File: src/rtl/si5340_i2c_writer.sv
// rtl/si5340_i2c_writer.sv - Si5340 config writer: page-cached I2C register writes.
`timescale 1ns/1ps
module si5340_i2c_writer #(
  parameter int unsigned CLK_FREQ = 125_000_000,
  parameter int unsigned I2C_FREQ = 400_000,
  parameter logic [6:0]  DEV_ADDR = 7'h74,
  parameter logic [7:0]  PAGE_REG = 8'h01
) (
  input  logic        clk_i,
  input  logic        arstn_i,
  input  logic        cfg_valid_i,
  input  logic [23:0] cfg_data_i,
  output logic        cfg_ready_o,
  output logic        scl_oe_o,
  output logic        sda_oe_o,
  input  logic        sda_i,
  output logic        busy_o,
  output logic        done_o,
  output logic        nack_o
);

  localparam int unsigned QTR = CLK_FREQ / (4 * I2C_FREQ);
  localparam int unsigned QW  = (QTR > 1) ? $clog2(QTR) : 1;
  localparam logic [QW-1:0] QTR_LAST = QW'(QTR - 1);

  typedef enum logic [2:0] {IDLE, START, BIT, ACK, STOP, GAP} state_e;

  state_e        st_q, st_d;
  logic [QW-1:0] qcnt_q, qcnt_d;
  logic [1:0]    tk_q, tk_d, byte_q, byte_d;
  logic [2:0]    bit_q, bit_d;
  logic [23:0]   word_q, word_d;
  logic [7:0]    cache_q, cache_d;
  logic          cache_vld_q, cache_vld_d, page_ph_q, page_ph_d;
  logic          ack_q, ack_d, nack_q, nack_d;
  logic          scl_oe_q, scl_oe_d, sda_oe_q, sda_oe_d;
  logic          ready_q, ready_d, busy_q, busy_d, done_q, done_d, nackp_q, nackp_d;
  logic          last_clk;
  logic [7:0]    tx_byte;

  always_comb begin
    st_d = st_q;  qcnt_d = qcnt_q;  tk_d = tk_q;  byte_d = byte_q;  bit_d = bit_q;
    word_d = word_q;  cache_d = cache_q;  cache_vld_d = cache_vld_q;  page_ph_d = page_ph_q;
    ack_d = ack_q;  nack_d = nack_q;  done_d = 1'b0;  nackp_d = 1'b0;
    last_clk = (qcnt_q == QTR_LAST);
    if (st_q != IDLE) begin
      qcnt_d = last_clk ? '0 : qcnt_q + 1'b1;
      if (last_clk) tk_d = tk_q + 2'd1;
    end
    case (st_q)
      IDLE: begin
        qcnt_d = '0;
        tk_d   = 2'd0;
        if (cfg_valid_i && ready_q) begin
          word_d    = cfg_data_i;
          page_ph_d = !cache_vld_q || (cfg_data_i[23:16] != cache_q);
          byte_d    = 2'd0;
          bit_d     = 3'd7;
          nack_d    = 1'b0;
          st_d      = START;
        end
      end
      START: if (last_clk && tk_q == 2'd1) begin
        st_d = BIT;
        tk_d = 2'd0;
      end
      BIT: if (last_clk && tk_q == 2'd3) begin
        bit_d = bit_q - 3'd1;
        if (bit_q == 3'd0) st_d = ACK;
      end
      ACK: begin
        if (last_clk && tk_q == 2'd2) ack_d = sda_i;
        if (last_clk && tk_q == 2'd3) begin
          if (ack_q) begin
            nack_d      = 1'b1;
            cache_vld_d = 1'b0;
            st_d        = STOP;
          end else if (byte_q == 2'd2) begin
            st_d = STOP;
            // Cache only trusts a page write the device fully acknowledged.
            if (page_ph_q) begin
              cache_d     = word_q[23:16];
              cache_vld_d = 1'b1;
            end
          end else begin
            byte_d = byte_q + 2'd1;
            bit_d  = 3'd7;
            st_d   = BIT;
          end
        end
      end
      STOP: if (last_clk && tk_q == 2'd3) begin
        if (nack_q) begin
          st_d = IDLE;  done_d = 1'b1;  nackp_d = 1'b1;
        end else if (page_ph_q) begin
          st_d = GAP;  page_ph_d = 1'b0;  byte_d = 2'd0;  bit_d = 3'd7;
        end else begin
          st_d = IDLE;  done_d = 1'b1;
        end
      end
      GAP: if (last_clk && tk_q == 2'd3) st_d = START;
      default: st_d = IDLE;
    endcase

    case (byte_d)
      2'd0:    tx_byte = {DEV_ADDR, 1'b0};
      2'd1:    tx_byte = page_ph_d ? PAGE_REG : word_d[15:8];
      default: tx_byte = page_ph_d ? word_d[23:16] : word_d[7:0];
    endcase

    // Pin drives follow the next state so they line up with the state registers.
    scl_oe_d = 1'b0;
    sda_oe_d = 1'b0;
    case (st_d)
      START: sda_oe_d = (tk_d == 2'd1);
      BIT: begin
        scl_oe_d = ~tk_d[1];
        sda_oe_d = ~tx_byte[bit_d];
      end
      ACK:  scl_oe_d = ~tk_d[1];
      STOP: begin
        scl_oe_d = (tk_d == 2'd0);
        sda_oe_d = ~tk_d[1];
      end
      default: ;
    endcase
    ready_d = (st_d == IDLE) && !done_d;
    busy_d  = (st_d != IDLE);
  end

  always_ff @(posedge clk_i or negedge arstn_i) begin
    if (!arstn_i) begin
      st_q <= IDLE;  qcnt_q <= '0;  tk_q <= 2'd0;  byte_q <= 2'd0;  bit_q <= 3'd7;
      word_q <= 24'd0;  cache_q <= 8'd0;  cache_vld_q <= 1'b0;  page_ph_q <= 1'b0;
      ack_q <= 1'b0;  nack_q <= 1'b0;  scl_oe_q <= 1'b0;  sda_oe_q <= 1'b0;
      ready_q <= 1'b1;  busy_q <= 1'b0;  done_q <= 1'b0;  nackp_q <= 1'b0;
    end else begin
      st_q <= st_d;  qcnt_q <= qcnt_d;  tk_q <= tk_d;  byte_q <= byte_d;  bit_q <= bit_d;
      word_q <= word_d;  cache_q <= cache_d;  cache_vld_q <= cache_vld_d;  page_ph_q <= page_ph_d;
      ack_q <= ack_d;  nack_q <= nack_d;  scl_oe_q <= scl_oe_d;  sda_oe_q <= sda_oe_d;
      ready_q <= ready_d;  busy_q <= busy_d;  done_q <= done_d;  nackp_q <= nackp_d;
    end
  end

  assign cfg_ready_o = ready_q;
  assign scl_oe_o    = scl_oe_q;
  assign sda_oe_o    = sda_oe_q;
  assign busy_o      = busy_q;
  assign done_o      = done_q;
  assign nack_o      = nackp_q;

endmodule

File: config.mk
export PLATFORM = sky130hd
export DESIGN_NAME = si5340_i2c_writer
export DESIGN_NICKNAME = d
export VERILOG_FILES = /design/src/rtl/si5340_i2c_writer.sv
export SDC_FILE = /design/constraint.sdc
export NUM_CORES = 1
export LEC_CHECK = 0
export BUFFER_PORTS_ARGS = -buffer_cell sky130_fd_sc_hd__buf_2
export CAP_MARGIN = 30
export CORE_ASPECT_RATIO = 1.2
export CORE_MARGIN = 10
export CORE_UTILIZATION = 30
export DETAILED_ROUTE_END_ITERATION = 6
export GPL_TIMING_DRIVEN = 0
export PLACE_DENSITY = 0.55
export SLEW_MARGIN = 20
export SYNTH_ARGS = -nofsm -noshare
export SYNTH_HDL_FRONTEND = slang
export SYNTH_SLANG_ARGS = --single-unit
File: constraint.sdc
create_clock -name clk_i -period 3.2 [get_ports clk_i]
set_input_delay 0.32 -clock clk_i [delete_from_list [all_inputs] [get_ports clk_i]]
set_output_delay 0.32 -clock clk_i [all_outputs]
set_load 0.05 [all_outputs]
Word level (Yosys, flattened, before mapping)
Cells that the tools add are included.

storage, ports and cells
  flip-flop bits (word level) = 59
  latch bits = 0
  RAM bits = 0
  bits in read-only memories = 0
  input port bits = 28
  word-level logic and storage cells = 132
  memories kept = 0

cells by class
  add/sub/neg operators = 4
  $mul = 0
  divide/modulo/power cells = 0
  order comparisons = 1
  eq/ne operators = 20
  shift operators = 0
  mux-type cells = 63
  bitwise logic cells = 3
  reductions and logical operators = 24

operators by type and width
  operator             count
  $mux 3               19
  $mux 24              2
  $mux 7               3
  $mux 2               10
  $pmux 3 s6           1
  $mux 1               17
  $mux 8               2
  $pmux 8 s2           1
  $eq 3x2->1 const B   4
  $pmux 3 s4           1
  $eq 3x3->1 const B   3
  $logic_not 3->1      3
  $ne 8x8->1           1
  $reduce_and 4->1     2
  $reduce_bool 2->1    4
  $add 7x1->7 const B  1
  $eq 7x7->1 const B   1
  $eq 2x1->1 const B   3
  $eq 2x2->1 const B   3
  $eq 3x1->1 const B   2
  $ne 2x2->1 const B   3
  $pmux 1 s2           3
  $pmux 2 s3           1
  $reduce_bool 3->1    2
  14 further kinds     23

Logic depth before layout (Yosys ltp)
Gate-level depths: netlist of the first run.

  word-level depth = 11
  mapped depth = 12

Worst setup path after synthesis of the first run
No wires, ideal clock.

  path type = reg2reg
  start = register ready_q, in the netlist cfg_ready_o
  end = register sda_oe_q, in the netlist sda_oe_o
  setup time = 0.065 ns
  data arrival time = 2.625 ns
  data required time = 3.135 ns
  setup slack = 0.510 ns
  cell stages (with the launch flop) = 10
  path buffers = 1
  clock period less this slack = 2.690 ns
  cell sequence = dfstp_2 -> and2_1 -> and2_1 -> buf_2 -> mux2_2 -> mux2_1 -> a211o_1 -> a311o_1 -> o31ai_1 -> a211o_1

on the way
  longest elaborated chain between the ends = 9
  elaborated cells between the ends (all ways) = 23
  those cells by class = eq/ne: 4; mux: 16; bitwise: 1; reduce/logical: 2

RTL lines
  what                          RTL line  RTL
  from (decl)                   37        logic ready_q, ready_d, busy_q, busy_d, done_q, done_d, nackp_q, nackp_d;
  from (signal assigned)        141       ready_q <= ready_d; busy_q <= busy_d; done_q <= done_d; nackp_q <= nackp_d;
  $logic_and 1x1->1             54        if (cfg_valid_i && ready_q) begin
  $mux 24                       54
  $mux 24                       50        case (st_q)
  named net word_d[14]          32        logic [23:0] word_q, word_d;
  $mux 8                        107       2'd1: tx_byte = page_ph_d ? PAGE_REG : word_d[15:8];
  $pmux 8 s2                    105       case (byte_d)
  $bmux 1 s3                    118       sda_oe_d = ~tx_byte[bit_d];
  $mux 1 (implied by the code)  118
  $not 1->1                     118
  $pmux 1 s3                    114       case (st_d)
  named net sda_oe_d            36        logic scl_oe_q, scl_oe_d, sda_oe_q, sda_oe_d;
  to (signal assigned)          140       ack_q <= ack_d; nack_q <= nack_d; scl_oe_q <= scl_oe_d; sda_oe_q <= sda_oe_d;
  to (decl)                     36

The timed path passes the listed nets, and every way through them passes these cells. The select of a mux whose other input is x is not followed.
A chain may end at the register's enable or synchronous reset.

Final worst setup path of the first run
  start = register st_q[1]
  end = register sda_oe_q, in the netlist sda_oe_o

on the way
  longest elaborated chain between the ends = 8
  elaborated cells between the ends (all ways) = 36
  those cells by class = eq/ne: 10; mux: 21; bitwise: 2; reduce/logical: 3

RTL lines
  what                          RTL line  RTL
  from (decl)                   28        state_e st_q, st_d;
  from (signal assigned)        138       st_q <= st_d; qcnt_q <= qcnt_d; tk_q <= tk_d; byte_q <= byte_d; bit_q <= bit_d;
  $logic_not 3->1               50
  $mux 24                       50
  named net word_d[14]          32
  $mux 8                        107
  $pmux 8 s2                    105
  $bmux 1 s3                    118
  $mux 1 (implied by the code)  118
  $not 1->1                     118
  $pmux 1 s3                    114
  named net sda_oe_d            36

The timed path passes the listed nets, and every way through them passes these cells. The select of a mux whose other input is x is not followed.

==> summary.md, run 1 <==
| Metric | Value |
|---|---|
| Outcome | `finished clean` |
| Power Internal | `0.00137 W` |
| Floorplan die width | `~110 µm` |
| Sequential cell area | `~1500 µm²` |
| Highest ir drop seen on vdd | `0.288 mV` |
| Count of TritonRoute iterations in the first routing pass | `4` |
| Placeable core region | `10,400 µm²` |
| Synthesized netlist net count | `around 350` |
| Worst-Skew Late Latency | `approximately 330 ps` |
| Actual transition at the worst max-transition pin | `approximately 910 ps` |
| Total placed cells including tap cells | `around 470` |
| Fin area | `roughly 3800 µm²` |
| Switching Fraction | `0.198` |
| Highest-count cells in the layout ignoring fill and taps | `nand2_1, dfrtp_1, buf_2` |
| Wire per inst | `~16 µm` |
| Largest net degree at the start of global routing | `60` |
| Commonest non-fill, non-tap cell in the layout | `nand2_1` |
| Starting density of the core | `0.304` |
| Level count of the clock H-tree | `3` |
| Yosys top cell by area | `dfrtp_1` |
| Count of antenna-violating nets left after detailed routing | `0` |
| Maximum clock frequency | `0.339 GHz` |
| Setup slack, reg-to-reg | `between 200 and 300 ps` |
| Ant diodes | `0` |
| Flip-flop cell with the highest count after synthesis | `dfrtp_1` |
| Total clock buffers created by CTS | `9` |
| Max Buffers Root-to-Sink | `2` |
| First element of the critical path | `st_q[1]` |
| Num Clock Sinks | `59` |
| Period utilisation layout | `0.921` |
| Library cell contributing the largest single delay on the critical path | `dfrtp_1` |
| Data arrival time at the worst-slack endpoint | `3200 ps` |
| Overall die height | `between 100 and 150 µm` |
| Delay of the slowest cell on the worst path | `around 380 ps` |
| Total detailed-routing wirelength | `about 7800 µm` |
| Final setup violation count | `0` |
| Sequential-to-total area share from yosys stat | `0.469` |
| DR iter-0 viols | `91` |
| P_sw | `0.000340 W` |
| Cells along the critical path | `buf_4, nor3_4, buf_12, and2_1, buf_2, mux2_2, mux2_1, a211o_1, a311o_1, o31ai_1, a211o_1` |
| Reported leakage power | `~1.8 nW` |
| Placement Cell Area | `between 3000 and 4000 µm²` |
| Cell seen most often among critical-path stages | `a211o_1` |
| Flop pwr share | `0.438` |
| Global route total overflow | `0` |
| Area of combinational cells with multiple inputs | `roughly 1600 µm²` |
| Count of endpoints failing hold in the final timing report | `0` |
| Worst min-delay path class | `input pin to asynchronous set/reset pin` |
| Layout Nets | `between 300 and 400` |
| Detail-routed via count per cell | `4.98` |
| Hold-fix buffers, CTS | `0` |
| Critical path start-end classification | `flip-flop to flip-flop` |
| Cell at the root of the clock tree | `clkbuf_16` |
| Max-slew violations | `0` |
| Clock tree from TritonCTS | `built` |
| Number of antenna violations at the first check in global routing | `0` |
| Residual DRC | `0` |
| Placer congestion estimate | `roughly 0.84` |
| Wire length of the first global-routing pass | `around 13,000 µm` |
| Warnings from Yosys | `0` |
| # fillers | `approximately 1,100` |
| Cell area after synthesis | `3160 µm²` |
| Yosys top cell area share | `0.435` |
| Clock edge transition at the registers on the reported setup and hold paths | `~50 ps` |
| PortBufs | `33` |
| Origin of the critical flop-to-flop path | `st_q[1]` |
| Total global routing track utilization | `0.107` |
| Number of synthesized flops with an enable pin | `0` |
| Post-synthesis area per instance | `10.1 µm²` |
| Worst setup skew after layout | `roughly 5.3 ps` |
| Unrepaired setup endpoints after global routing | `false` |
| Max-cap violation count | `0` |
| Via count of the first global-routing pass | `~2,600` |
| Worst endpoint required time | `between 3000 and 4000 ps` |
| Top area cells in the synthesized netlist | `dfrtp_1, nand2_1, mux2_2` |
| Logic pwr share | `0.024` |
| Utilization of the core after routing | `0.366` |
| Die Footprint | `~15,000 µm²` |
| Cell row count | `41` |
| Clock share of power | `0.538` |
| Max transition margin | `0.393` |
| Finished Layout Cells | `about 490` |
| Share of flip-flops with an asynchronous set or reset | `1.00` |
| Layout Area Growth over Synthesis | `20.5%` |
| Kind of launch point of the worst setup path | `flip-flop` |
| Synth Register Bits | `59` |
| Dpl hpwl | `roughly 5800 µm` |
| Post-route setup TNS | `0 ps` |
| Crit path time final | `roughly 3000 ps` |
| Top-Level Pins | `34` |
| Category of the worst setup path capture point | `flip-flop` |
| Pwr/cell area | `449 nW/µm²` |
| Share of layout cells above drive strength 1 | `0.253` |
| Worst-path maximum fanout | `10` |
| Total number of vias | `~2,500` |
| Distinct cells, synth | `between 60 and 70` |
| Count of mapped cells out of synthesis | `between 300 and 400` |
repair_timing:
action,in CTS,in global routing
setup buffers,0,2
setup endpoints to repair,0,1
gates resized for setup,0,0
synth_stat cells, types with 4 or more instances:
cell and number:
o211ai_1 4, mux2i_1 4, dfstp_2 4, or3_1 4, dfrtp_1 55, mux2_2 17
a21oi_1 9, nand2_1 60, nand3_1 11, inv_1 13, xor2_1 4, o21ai_0 5
nand4_1 9, xnor2_1 9, ha_1 9, and2_1 4, nor2_1 21
power by group through the flow:
| stage | logic [W] | clock network [W] | registers [W] |
|---|---|---|---|
| after floorplan | 0.00000711 | 0 | 0.000761 |
| after global placement | 0.0000423 | 0 | 0.000762 |
| after detailed placement | 0.0000430 | 0 | 0.000762 |
| after CTS | 0.0000432 | 0.000946 | 0.000749 |
| after global routing | 0.0000474 | 0.000982 | 0.000749 |
| final | 0.0000409 | 0.000921 | 0.000750 |
metrics by stage:
stage	setup WS (ps)	power, W	hold slack, ps
2_1_floorplan	510	0.000768	24.4
3_3_place_gp	181	0.000804	459
3_5_place_dp	141	0.000805	445
4_1_cts	106	0.00174	97.7
5_1_grt	29.6	0.00178	129
6_report	253	0.00171	66.1
cells by family (layout without fill, tap and decap cells):
group	after synthesis	count (layout)	share of synthesized area
xor gates and xnor gates	13	13	0.0360
AOI/OAI and AO/OA	47	47	0.114
DFF	59	59	0.469
buffers and inverters	24	75	0.0400
muxes	24	24	0.0851
and+or+nand+nor	136	136	0.221
adders and majority gates	9	9	0.0356
critical path: cells and delay by family, from the launching register on:
kind | cells | cell delay, ps
compound gates | 4 | 890
mux | 2 | 710
buf+inv | 3 | 560
flops | 1 | 380
simple gates | 2 | 330
cell type report:
| class | count | area share |
|---|---|---|
| well taps | 129 | 0.0424 |
| multi-input cells | 229 | 0.408 |
| plain buffers | 9 | 0.0177 |
| flip-flops and latches | 59 | 0.389 |
| clock inverters | 1 | 0.00131 |
| clock buffers | 15 | 0.0755 |
| inverters | 15 | 0.0154 |
| repair buffers | 35 | 0.0512 |
layer usage:
layer / track usage / wire length (µm)
met1: 0.119 / 3200
met2: 0.181 / 4090
met3: 0.0303 / 264
met4: 0.0551 / 212
met5: 0 / 0
sequential cells by signal, summed over array words and instances (netlist names):
signal       count
ack_q            1
st_q             3
nack_q           1
cache_q          8
word_q          24
tk_q             2
done_o           1
page_ph_q        1
qcnt_q           7
scl_oe_o         1
cache_vld_q      1
bit_q            3
sda_oe_o         1
nack_o           1
byte_q           2
busy_o           1
cfg_ready_o      1
path summary, 6_finish.rpt:
path | endpoint | depth (start not counted)
max reg2reg | sda_oe_o | 11
min in group clk_i | word_q[5] | 3
max in group asynchronous | word_q[7] | 1
max | sda_oe_o | 11
min reg2reg | word_q[5] | 2
min | word_q[3] | 1
No activity file was read; power rests on OpenSTA's default activity.
==> run 2: changes to the inputs <==
--- a/config.mk
+++ b/config.mk
@@ -5,14 +5,14 @@
 export SDC_FILE = /design/constraint.sdc
 export NUM_CORES = 1
 export LEC_CHECK = 0
-export BUFFER_PORTS_ARGS = -buffer_cell sky130_fd_sc_hd__buf_2
 export CAP_MARGIN = 30
 export CORE_ASPECT_RATIO = 1.2
 export CORE_MARGIN = 10
 export CORE_UTILIZATION = 30
 export DETAILED_ROUTE_END_ITERATION = 6
+export DONT_BUFFER_PORTS = 1
 export GPL_TIMING_DRIVEN = 0
-export PLACE_DENSITY = 0.55
+export PLACE_DENSITY = 0.53
 export SLEW_MARGIN = 20
 export SYNTH_ARGS = -nofsm -noshare
 export SYNTH_HDL_FRONTEND = slang
==> constraint.sdc (replaced) <==
create_clock -name clk_i -period 3.6 [get_ports clk_i]
set_input_delay 0.36 -clock clk_i [delete_from_list [all_inputs] [get_ports clk_i]]
set_output_delay 0.36 -clock clk_i [all_outputs]
set_load 0.05 [all_outputs]
==> summary.md, run 2 (synthesized netlist as in run 1, its figures left out) <==
| Metric | Value |
|---|---|
| Fin area | `3650 µm² (-4.3%)` |
| Fin worst setup slack | `507 ps (+255 ps)` |
| Worst endpoint required time | `3860 ps (+400 ps)` |
| Regs by FF count | `word_q: 24 flops, cache_q: 8 flops, qcnt_q: 7 flops` |
| First element of the critical path | `qcnt_q[1]` |
| Floorplan die width | `114 µm (unchanged)` |
| Outcome | `finished clean` |
| Commonest non-fill, non-tap cell in the layout | `nand2_1` |
| Period utilisation layout | `0.859 (-0.0619)` |
| Cell at the root of the clock tree | `clkbuf_16` |
| Post-CTS sizing | `0 (unchanged)` |
| Cell seen most often among critical-path stages | `inv_1` |
| Worst slack at placement | `527 ps (+387 ps)` |
| Highest ir drop seen on vdd | `0.236 mV (-18%)` |
| # fillers | `1,079 (+1.8%)` |
| Setup slack, reg-to-reg | `510 ps (+250 ps)` |
| Total global routing track utilization | `0.112 (+0.00436)` |
| Final setup violation count | `0 (unchanged)` |
| Pwr/cell area | `411 nW/µm² (-8.4%)` |
| PortBufs | `0 (-100%)` |
| Number of antenna violations at the first check in global routing | `0 (unchanged)` |
| DR iter-0 viols | `98 (+7.7%)` |
| Largest net degree at the start of global routing | `60 (unchanged)` |
| Reported leakage power | `1.65 nW (-7.4%)` |
| Unrepaired setup endpoints after global routing | `false` |
| Buffering stage count on the worst path with inverters included | `2 (-1)` |
| Layout Nets | `363 (-8.1%)` |
| Share of layout cells above drive strength 1 | `0.179 (-0.0747)` |
| Cells along the critical path | `inv_1, ha_1, nand4bb_4, nor2_2, o22ai_1, a32oi_2, inv_1, and4_1, or4_1, o31ai_1, a211o_1` |
| Clock tree from TritonCTS | `built` |
| Worst-Skew Late Latency | `330 ps (about the same)` |
| Kind of cell with the highest combined delay on the critical path | `simple AND/OR/NAND/NOR gates` |
| Register with the most flip-flops | `word_q` |
| Flop pwr share | `0.444 (+0.006)` |
| Worst min-delay path class | `input pin to flip-flop` |
| P_sw | `0.000312 W (-8.1%)` |
| Highest-count cells in the layout ignoring fill and taps | `nand2_1, dfrtp_1, nor2_1` |
| Maximum clock frequency | `0.323 GHz (-4.7%)` |
| Count of antenna-violating nets left after detailed routing | `0 (unchanged)` |
| Level count of the clock H-tree | `3 (unchanged)` |
| Total clock buffers created by CTS | `9 (unchanged)` |
| Category of the worst setup path capture point | `flip-flop` |
| Via count of the first global-routing pass | `2,593 (+1.3%)` |
| Max-slew violations | `0 (unchanged)` |
| Placer congestion estimate | `0.833 (-0.70%)` |
| Largest register FFs | `24 (unchanged)` |
| Dpl hpwl | `5780 µm (-0.55%)` |
| Max-cap violation count | `0 (unchanged)` |
| Overall die height | `132 µm (unchanged)` |
| Count of endpoints failing hold in the final timing report | `0 (unchanged)` |
| Placeable core region | `10,400 µm² (unchanged)` |
| Data arrival time at the worst-slack endpoint | `3360 ps (+160 ps)` |
| Crit path time final | `3090 ps (+145 ps)` |
| Library cell contributing the largest single delay on the critical path | `or4_1` |
| Logic pwr share | `0.017 (-0.007)` |
| Total number of vias | `2,370 (-3.3%)` |
| Max Buffers Root-to-Sink | `2 (unchanged)` |
| Actual transition at the worst max-transition pin | `516 ps (-391 ps)` |
| Clock share of power | `0.539 (about the same)` |
| Kind of launch point of the worst setup path | `flip-flop` |
| Critical path start-end classification | `flip-flop to flip-flop` |
| Switching Fraction | `0.208 (+0.00952)` |
| Ant diodes | `0 (unchanged)` |
| Wire length of the first global-routing pass | `13,400 µm (+3.6%)` |
| Wire per inst | `17.5 µm (+11%)` |
| Global route total overflow | `0 (unchanged)` |
| Worst-path maximum fanout | `8 (-2)` |
| Die Footprint | `15,100 µm² (unchanged)` |
| Num Clock Sinks | `59 (unchanged)` |
| Max transition margin | `0.656 (+0.263)` |
| Top-Level Pins | `34 (unchanged)` |
| Min-Delay Startpoint | `cfg_data_i[13]` |
| Number of buffers inserted by post-CTS setup repair | `0 (unchanged)` |
| Detail-routed via count per cell | `5.16 (+3.6%)` |
| Power Internal | `0.00119 W (-13%)` |
| Starting density of the core | `0.304 (unchanged)` |
| Delay of the slowest cell on the worst path | `500 ps (+120 ps)` |
| Residual DRC | `0 (unchanged)` |
| Total detailed-routing wirelength | `8020 µm (+3.2%)` |
| Origin of the critical flop-to-flop path | `qcnt_q[1]` |
| Cell row count | `41 (unchanged)` |
| Worst setup skew after layout | `5.73 ps (+0.408 ps)` |
| Layout Area Growth over Synthesis | `15.4%` |
| Clock edge transition at the registers on the reported setup and hold paths | `50 ps (about the same)` |
| Count of TritonRoute iterations in the first routing pass | `4 (unchanged)` |
| Placement Cell Area | `3320 µm² (-4.8%)` |
| Post-route setup TNS | `0 ps (unchanged)` |
-- run 2: cell types whose count changed in the layout (fill, tap and decap cells not counted) --
cell           before  now
buf_12              1    0
clkinv_2            1    2
buf_16              0    1
buf_4               4    3
clkbuf_1            3    2
buf_2              35    3
clkbuf_8            4    3
dlygate4sd3_1       0    1
-- run 2: worst paths after layout --
| path | to | depth (start not counted) |
|---|---|---|
| max in group asynchronous | bit_q[0] | 2 |
| worst max-delay path | sda_oe_o | 11 |
| worst min-delay path | word_q[13] | 2 |
| min in group asynchronous | byte_q[0] | 2 |
| worst max register to register | sda_oe_o | 11 |
| worst min register to register | word_q[5] | 2 |
-- run 2: power by group through the flow --
stage	clock [W]	sequential, W	combinational (W)
after floorplan	0	0.000677	0.00000632
after global placement	0	0.000677	0.00000774
after detailed placement	0	0.000677	0.00000771
after CTS	0.000824	0.000666	0.0000265
after global routing	0.000852	0.000666	0.0000290
final	0.000809	0.000666	0.0000252
-- run 2: per-layer routing --
metal	up-vias	wire length (µm)	global-route usage
li1	1134	-	-
met1	1172	3210	0.119
met2	45	4080	0.188
met3	19	472	0.0389
met4	0	253	0.0600
met5	-	0	0
-- run 2: timing repair --
item                       in CTS  in global routing
hold buffers                    2                  0
hold endpoints to repair       59                  0
setup endpoints to repair       0                  0
-- run 2: final cells by class --
class | count | area, µm² | area share
inverters | 15 | 58.8 | 0.0161
multi-input cells | 229 | 1550 | 0.426
clock inverters | 2 | 10.0 | 0.00274
repair buffers | 3 | 45.0 | 0.0123
plain buffers | 9 | 67.6 | 0.0185
flip-flops and latches | 59 | 1480 | 0.406
clock buffers | 13 | 270 | 0.0741
well taps | 129 | 161 | 0.0442
-- run 2: stage by stage --
stage | cells | utilization | hold slack [ps] | power (W)
global placement | 441 | 0.319 | 66.8 | 0.000685
floorplan | 312 | - | 64.4 | 0.000683
finish | 459 | 0.350 | 161 | 0.00150
CTS | 458 | 0.350 | 152 | 0.00152
global route | 459 | 0.350 | 164 | 0.00155
detailed placement | 441 | 0.319 | 66.9 | 0.000685
-- run 2: worst reg2reg max path, delay by kind of cell, from the launching register on --
family | cells | cell delay (ps)
AOI/OAI and AO/OA | 4 | 1000
adders and majority gates | 1 | 210
buffers and inverters | 2 | 280
DFF | 1 | 410
and+or+nand+nor | 4 | 1140
==> run 3: changes to the inputs <==
--- a/config.mk
+++ b/config.mk
@@ -13,6 +13,7 @@
 export DONT_BUFFER_PORTS = 1
 export GPL_TIMING_DRIVEN = 0
 export PLACE_DENSITY = 0.53
+export REMOVE_ABC_BUFFERS = 1
 export SLEW_MARGIN = 20
 export SYNTH_ARGS = -nofsm -noshare
 export SYNTH_HDL_FRONTEND = slang
==> summary.md, run 3 (synthesized netlist as in run 1, its figures left out) <==
| Metric | Value |
|---|---|
| Library cell contributing the largest single delay on the critical path | `dfstp_2` |
| Worst min-delay path class | `input pin to flip-flop` |
| Register with the most flip-flops | `word_q` |
| Actual transition at the worst max-transition pin | `802 ps (+286 ps)` |
| Floorplan die width | `114 µm (unchanged)` |
| Pwr/cell area | `461 nW/µm² (+12%)` |
| Highest ir drop seen on vdd | `0.233 mV (-1.0%)` |
| Setup slack, reg-to-reg | `190 ps (-320 ps)` |
| PortBufs | `0 (unchanged)` |
| Reported leakage power | `1.63 nW (-0.85%)` |
| Overall die height | `132 µm (unchanged)` |
| Largest net degree at the start of global routing | `60 (unchanged)` |
| Top-Level Pins | `34 (unchanged)` |
| Clock edge transition at the registers on the reported setup and hold paths | `50 ps (about the same)` |
| Ant diodes | `0 (unchanged)` |
| Dpl hpwl | `5620 µm (-2.7%)` |
| Total number of vias | `2,275 (-4.0%)` |
| Outcome | `finished, violations left` |
| Count of endpoints failing hold in the final timing report | `0 (unchanged)` |
| Largest register FFs | `24 (unchanged)` |
| Final setup violation count | `0 (unchanged)` |
| Worst endpoint required time | `3860 ps (about the same)` |
| Cell at the root of the clock tree | `clkbuf_16` |
| Worst slack at placement | `150 ps (-377 ps)` |
| Failing checks | `design-rule violations` |
| Max-cap violation count | `0 (unchanged)` |
| Max-slew violations | `0 (unchanged)` |
| Starting density of the core | `0.304 (unchanged)` |
| Via count of the first global-routing pass | `2,327 (-10%)` |
| Post-route setup TNS | `0 ps (unchanged)` |
| Share of layout cells above drive strength 1 | `0.161 (-0.0173)` |
| Cells along the critical path | `and2_1, and2_1, buf_6, mux2_2, mux2_1, a211o_1, a311o_1, o31ai_1, a211o_1` |
| Regs by FF count | `word_q: 24 flops, cache_q: 8 flops, qcnt_q: 7 flops` |
| Level count of the clock H-tree | `3 (unchanged)` |
| Category of the worst setup path capture point | `flip-flop` |
| Delay of the slowest cell on the worst path | `700 ps (+200 ps)` |
| Placer congestion estimate | `0.759 (-8.9%)` |
| Num Clock Sinks | `59 (unchanged)` |
| Number of antenna violations at the first check in global routing | `0 (unchanged)` |
| Highest-count cells in the layout ignoring fill and taps | `nand2_1, dfrtp_1, nor2_1` |
| Utilization of the core after routing | `0.350 (about the same)` |
| Commonest non-fill, non-tap cell in the layout | `nand2_1` |
| Critical path start-end classification | `flip-flop to flip-flop` |
| Crit path time final | `3410 ps (+320 ps)` |
| Data arrival time at the worst-slack endpoint | `3670 ps (+310 ps)` |
| Worst setup skew after layout | `7.28 ps (+1.55 ps)` |
| Total clock buffers created by CTS | `9 (unchanged)` |
| Clock tree from TritonCTS | `built` |
| Max transition margin | `0.464 (-0.193)` |
| Maximum clock frequency | `0.293 GHz (-9.4%)` |
| Total global routing track utilization | `0.106 (-0.00554)` |
| Worst-Skew Late Latency | `330 ps (about the same)` |
| Global route total overflow | `0 (unchanged)` |
| Die Footprint | `15,100 µm² (unchanged)` |
| DR iter-0 viols | `111 (+13%)` |
| Worst-path maximum fanout | `17 (+9)` |
| Tightest hold margin | `162 ps (+1.08 ps)` |
| Residual DRC | `2 (+2)` |
| Fin worst setup slack | `187 ps (-320 ps)` |
| Period utilisation layout | `0.948 (+0.0890)` |
| Layout Area Growth over Synthesis | `15.4% (about the same)` |
| Max Buffers Root-to-Sink | `2 (unchanged)` |
| Unrepaired setup endpoints after global routing | `false` |
| Placeable core region | `10,400 µm² (unchanged)` |
| Fin area | `3650 µm² (about the same)` |
| Layout Nets | `354 (-2.5%)` |
| Cell row count | `41 (unchanged)` |
| Total detailed-routing wirelength | `7630 µm (-4.8%)` |
| Kind of launch point of the worst setup path | `flip-flop` |
| Count of antenna-violating nets left after detailed routing | `0 (unchanged)` |
| Number of buffers inserted by post-CTS setup repair | `0 (unchanged)` |
| Count of TritonRoute iterations in the first routing pass | `7 (+3)` |
| Wire per inst | `16.9 µm (-3.2%)` |
| Wire length of the first global-routing pass | `12,600 µm (-5.5%)` |
| Detail-routed via count per cell | `5.04 (-2.3%)` |
| Placement Cell Area | `3270 µm² (-1.7%)` |
[run 3: changes by cell type in the layout (fill, tap and decap cells not counted), sizes merged]
cell / change
clkbuf: -3
bufinv: +3
buf: -8
[run 3: critical path, delay by kind of cell, from the launching register on]
| family | cells | cell delay (ps) |
|---|---|---|
| muxes | 2 | 670 |
| and+or+nand+nor | 2 | 870 |
| DFF | 1 | 700 |
| AOI/OAI and AO/OA | 4 | 870 |
| buffers and inverters | 1 | 240 |
[run 3: final cells by class]
cell class / count / area, µm²
multi-input cells: 229 / 1550
fillers: 1042 / 6770
repair buffers: 3 / 48.8
inverters: 15 / 58.8
flip-flops and latches: 59 / 1480
clock inverters: 5 / 100
clock buffers: 11 / 243
well taps: 129 / 161
[run 3: through the flow]
stage | power, W | cells
after detailed placement | 0.000684 | 433
after global routing | 0.00174 | 451
final | 0.00168 | 451
after CTS | 0.00171 | 451
after global placement | 0.000684 | 432
after floorplan | 0.000683 | 303
[run 3: what timing repair did]
action / in CTS / in global routing
hold endpoints to repair: 59 / 0
resized for setup: 0 / 0
hold buffers: 2 / 0
[run 3: path summary, 6_finish.rpt]
check                                   start        end  depth (start not counted)
worst max-delay path              cfg_ready_o   sda_oe_o                          9
worst min-delay path            cfg_data_i[8]  word_q[8]                          2
worst max register to register    cfg_ready_o   sda_oe_o                          9
worst min register to register      word_q[8]  word_q[8]                          2
max in group asynchronous             arstn_i   bit_q[2]                          2
min in group asynchronous             arstn_i    tk_q[0]                          2
[run 3: power breakdown]
group / switching (W) / internal [W]
Clock: 0.000299 / 0.000692
Combinational: 0.0000160 / 0.00000852
Sequential: 0.00000134 / 0.000665
[run 3: routing by layer]
| layer | up-vias | share of wire | global-route usage |
|---|---|---|---|
| li1 | 1119 | - | - |
| met1 | 1086 | 0.41 | 0.120 |
| met2 | 57 | 0.51 | 0.173 |
| met3 | 13 | 0.063 | 0.0393 |
| met4 | 0 | 0.020 | 0.0466 |
| met5 | - | 0 | 0 |
